[config.mk]
export PLATFORM = sky130hd
export DESIGN_NAME = uart_tx
export DESIGN_NICKNAME = d
export VERILOG_FILES = /design/src/rtl/uart_tx.sv
export SDC_FILE = /design/constraint.sdc
export NUM_CORES = 1
export LEC_CHECK = 0
export ABC_AREA = 1
export CAP_MARGIN = 10
export CORE_MARGIN = 3
export CORE_UTILIZATION = 53
export CTS_CLUSTER_DIAMETER = 60
export DETAILED_ROUTE_END_ITERATION = 10
export GPL_TIMING_DRIVEN = 0
export PLACE_DENSITY_LB_ADDON = 0.12
export SETUP_SLACK_MARGIN = 0.4
export SYNTH_ARGS = -nofsm -noshare
export SYNTH_HDL_FRONTEND = slang
export SYNTH_SLANG_ARGS = --single-unit
[constraint.sdc]
create_clock -name clk -period 1.4 [get_ports clk]
set_input_delay 0.42 -clock clk [delete_from_list [all_inputs] [get_ports clk]]
set_output_delay 0.42 -clock clk [all_outputs]
set_load 0.02 [all_outputs]
[src/rtl/uart_tx.sv]
// uart_tx: serial UART transmitter, LSB first, with start bit, optional parity
// and one or two stop bits. A one-entry holding register in front of the shift
// register lets back-to-back frames go out with no idle bit between them.
module uart_tx #(
    parameter int DATA_BITS  = 8,
    parameter int PARITY_EN  = 0,
    parameter int PARITY_ODD = 0,
    parameter int STOP_BITS  = 1
) (
    input  logic                 clk,
    input  logic                 reset,
    input  logic                 baud_tick,
    input  logic [DATA_BITS-1:0] din,
    input  logic                 din_valid,
    output logic                 din_ready,
    output logic                 tx,
    output logic                 busy,
    output logic                 done
);

    typedef enum logic [2:0] {
        IDLE,
        START,
        DATA,
        PARITY,
        STOP
    } state_t;

    localparam logic [3:0] LAST_BIT   = 4'(DATA_BITS - 1);
    localparam logic       STOP_LAST  = 1'(STOP_BITS - 1);
    localparam logic       HAS_PARITY = (PARITY_EN != 0);
    localparam logic       ODD_PARITY = (PARITY_ODD != 0);

    state_t                 state;
    logic [DATA_BITS-1:0]   hold;
    logic                   hold_full;
    logic [DATA_BITS-1:0]   shreg;
    logic [3:0]             bit_cnt;
    logic                   stop_cnt;
    logic                   parity_bit;
    logic                   load_now;
    logic                   accept;

    // The holding register is empty exactly when a new word may be accepted.
    assign din_ready = ~hold_full;
    assign accept    = din_valid & ~hold_full;

    // A held word moves into the shifter on a tick when idle, or on the tick
    // that ends the last stop bit so the next start bit follows immediately.
    assign load_now = baud_tick & hold_full &
                      ((state == IDLE) || ((state == STOP) && (stop_cnt == STOP_LAST)));

    // Capture the client word on handshake, independent of the baud tick.
    // NOTE: data-only registers are left out of reset; hold_full guards their use.
    always_ff @(posedge clk) begin
        if (accept) begin
            hold <= din;
        end
    end

    // Frame sequencer: all line outputs and the holding flag are registered here.
    // NOTE: sequential state uses non-blocking assignments so every register
    // samples pre-edge values regardless of statement order.
    always_ff @(posedge clk) begin
        if (reset) begin
            state      <= IDLE;
            hold_full  <= 1'b0;
            shreg      <= '0;
            bit_cnt    <= '0;
            stop_cnt   <= 1'b0;
            parity_bit <= 1'b0;
            tx         <= 1'b1;
            busy       <= 1'b0;
            done       <= 1'b0;
        end else begin
            done <= 1'b0;

            if (accept) begin
                hold_full <= 1'b1;
            end

            if (baud_tick) begin
                unique case (state)
                    IDLE: ;
                    START: begin
                        tx      <= shreg[0];
                        shreg   <= shreg >> 1;
                        bit_cnt <= '0;
                        state   <= DATA;
                    end
                    DATA: begin
                        if (bit_cnt == LAST_BIT) begin
                            if (HAS_PARITY) begin
                                tx    <= parity_bit;
                                state <= PARITY;
                            end else begin
                                tx       <= 1'b1;
                                stop_cnt <= 1'b0;
                                state    <= STOP;
                            end
                        end else begin
                            tx      <= shreg[0];
                            shreg   <= shreg >> 1;
                            bit_cnt <= bit_cnt + 4'd1;
                        end
                    end
                    PARITY: begin
                        tx       <= 1'b1;
                        stop_cnt <= 1'b0;
                        state    <= STOP;
                    end
                    STOP: begin
                        if (stop_cnt == STOP_LAST) begin
                            done  <= 1'b1;
                            tx    <= 1'b1;
                            busy  <= 1'b0;
                            state <= IDLE;
                        end else begin
                            stop_cnt <= stop_cnt + 1'b1;
                        end
                    end
                    default: state <= IDLE;
                endcase
            end

            // NOTE: this later assignment deliberately overrides the STOP-to-IDLE
            // values above when a held word is waiting.
            if (load_now) begin
                shreg      <= hold;
                hold_full  <= 1'b0;
                parity_bit <= (^hold) ^ ODD_PARITY;
                tx         <= 1'b0;
                busy       <= 1'b1;
                state      <= START;
            end
        end
    end

endmodule

==> impl_metrics.tcl <==
set metrics [dict create \
    finalSetupViolCount 0 \
    cts-root-buf "clkbuf_4" \
    dieArea_sq_mm 0.00292 \
    ys_ff_latch 27 \
    hold_buffers 0 \
    synth_xor_area_frac 0.00717 \
    regArea_sq_um 642 \
    final.min_clock_period_ns 1.31 \
    top_usage_layer "met2" \
    worstSkewPairLatency_ns 0.33 \
    grt_pass1_wl_um 4630 \
    grt_overflow 0 \
    die_x_um 54 \
    grt_use_met3 0.0332 \
    cts_tree "built" \
    route.detailed.drc 0 \
    p_per_area_mw_per_mm2 908 \
    dr.pass1.iters 4 \
    rr_worst_depth 8 \
    cp-start-kind "flop" \
    cap_violations 0 \
    syn_to_final_growth_pct 45.1 \
    slew_viol_final 0 \
    synth_cell_type_count 25 \
    grt_usage 0.219 \
    syn_nets 159 \
    core_sq_mm 0.00206 \
    final_common_cell "nand2_1" \
    totalPowerFinal_mw 1.61 \
    path_clk_slew_ns 0.15 \
    max-slew-margin-rel 0.790 \
    synthesis.yosys.warnings 0 \
    antenna_found_initial 0 \
    synth_top_family_by_area "simple AND/OR/NAND/NOR gates" \
    layout_common_cells "24 x nand2_1, 11 x buf_6, 10 x inv_1, 10 x dfxtp_1" \
    vdd_drop_max_uv 765 \
    htree_levels 1 \
    start_util 0.592 \
    min_period_over_period 0.936 \
    leakagePower_nw 0.742 \
    drive_above_1_share 0.461 \
    ys_seq_area_frac 0.508 \
    netlist_area_sq_mm 0.00122 \
    muxShareOfSynthArea 0 \
    worst_pin_slew_ns 0.316 \
    max_freq_mhz 763 \
    drt_iter0_drc 41 \
    synthCells 146 \
    crit_required_ns 1.62 \
    met2_usage 0.411 \
    status "finished clean" \
    die-height_um 54 \
    wl_per_cell_um 16.0 \
    ant_nets 0 \
    io_pins 16 \
    grt_start_max_net_pins 15 \
    vias 1179 \
    routed_wl_um 3310 \
    arrival_ns 1.53 \
    clockBufferDepth 2 \
    min_path_cells 2 \
    cts_buffers 3 \
    fp-row-count 16 \
    syn_area_per_cell_sq_um 8.36 \
    use_met1 0.250 \
    skew_ns 0.0104 \
    routabilityCongestion 0.802 \
    endpoint_kind "flop" \
    finish.instance_area_sq_mm 0.00177 \
    finalHoldViolations 0 \
    n_antenna_cell 0 \
    grt_pass1_vias 1070 \
    hold_path_class "flop to flop" \
    port_buffers 15 \
    cp_max_fo 7 \
    synthSimpleGateAreaFrac 0.293 \
    place.detailed.hpwl_um 1700 \
    crit_type "flop to flop" \
    multi_input_area_sq_um 688 \
    post_dp_cell_area_sq_mm 0.00145 \
    via_per_inst 5.70 \
    cts.sinks 27 \
    nets 194 \
    synth_compound_area_frac 0.107 \
    synthAdderAreaFrac 0.0102 \
    nFillCells 118 \
    rsz0062_at_grt "true" \
]
registers in the layout, summed over array words and instances, names as in the netlist:
signal / cells
bit_cnt: 4
busy: 1
done: 1
hold: 8
hold_full: 1
shreg: 8
state: 3
tx: 1
layout make-up:
type / instances / share of cell area
flip-flops and latches: 27 / 0.362
repair buffers: 29 / 0.159
clock buffers: 4 / 0.0148
inverters: 19 / 0.0445
multi-input cells: 98 / 0.388
well taps: 27 / 0.0191
plain buffers: 3 / 0.0120
synthesized netlist by cell type, drive strengths merged:
library cell  number  area, sq um
nand2             38          148
dfxtp             19          380
inv               19         71.3
nor2              16         77.6
a21oi             14         70.1
nand3             12          100
edfxtp             8          240
o21ai              6         30.0
nand4              4         25.0
buf                2         16.3
o21a               2         15.0
clkbuf             1         3.75
ha                 1         12.5
nor3b              1         7.51
o211ai             1         7.51
o21bai             1         7.51
xor2               1         8.76
layer usage:
metal	routed length, um	part of all wire	vias up
li1	-	-	551
met2	1680	0.51	53
met4	123	0.037	0
met1	1380	0.42	560
met5	0	0	-
met3	137	0.041	15
power breakdown:
part | internal (mW) | leakage [nW] | switching [mW] | total, mW
Clock | 0.112 | 0.0150 | 0.237 | 0.349
Sequential | 0.852 | 0.236 | 0.0311 | 0.884
Combinational | 0.162 | 0.491 | 0.214 | 0.376
Total | 1.13 | 0.742 | 0.482 | 1.61
final timing paths:
| check | start | end | slack (ns) |
|---|---|---|---|
| max reg2reg | bit_cnt[0]$_SDFFE_PP0P_ | bit_cnt[2]$_SDFFE_PP0P_ | 0.09 |
| min | shreg[7]$_SDFFE_PP0P_ | shreg[7]$_SDFFE_PP0P_ | 0.49 |
| max | bit_cnt[0]$_SDFFE_PP0P_ | bit_cnt[2]$_SDFFE_PP0P_ | 0.09 |
| min reg2reg | shreg[7]$_SDFFE_PP0P_ | shreg[7]$_SDFFE_PP0P_ | 0.49 |
worst max-delay path: stages (launching register included):
cell and delay, ns:
dfxtp_4 0.39, ha_4 0.15, nand2_4 0.06, nor2_4 0.13
nand2_4 0.11, nand3_4 0.15, inv_2 0.07, nand2_1 0.09
a21oi_2 0.05
metrics by stage:
step           setup slack, ns  hold slack, ns   util  TNS, ns  cells
3_5_place_dp            -0.432           0.450  0.704    -7.29    188
5_1_grt                 0.0401           0.504  0.859        0    207
6_report                0.0901           0.491  0.859        0    207
3_3_place_gp            -0.410           0.448  0.704    -7.12    188
2_1_floorplan            0.234           0.433      -        0    146
4_1_cts                  0.100           0.477  0.810        0    204
logic make-up (layout without fill, tap and decap cells):
logic type	count (synthesis)	count (layout)
fa+ha+maj	1	1
compound gates	24	24
flops	27	27
buf+inv	22	55
simple gates	71	72
xor+xnor	1	1
timing repair:
item	4_1_cts	5_1_grt
buffers inserted	10	3
pin swaps	15	16
resized for setup	61	26
cloned	2	0
endpoints found under the setup margin	31	28
No activity file was read; power rests on OpenSTA's default activity.
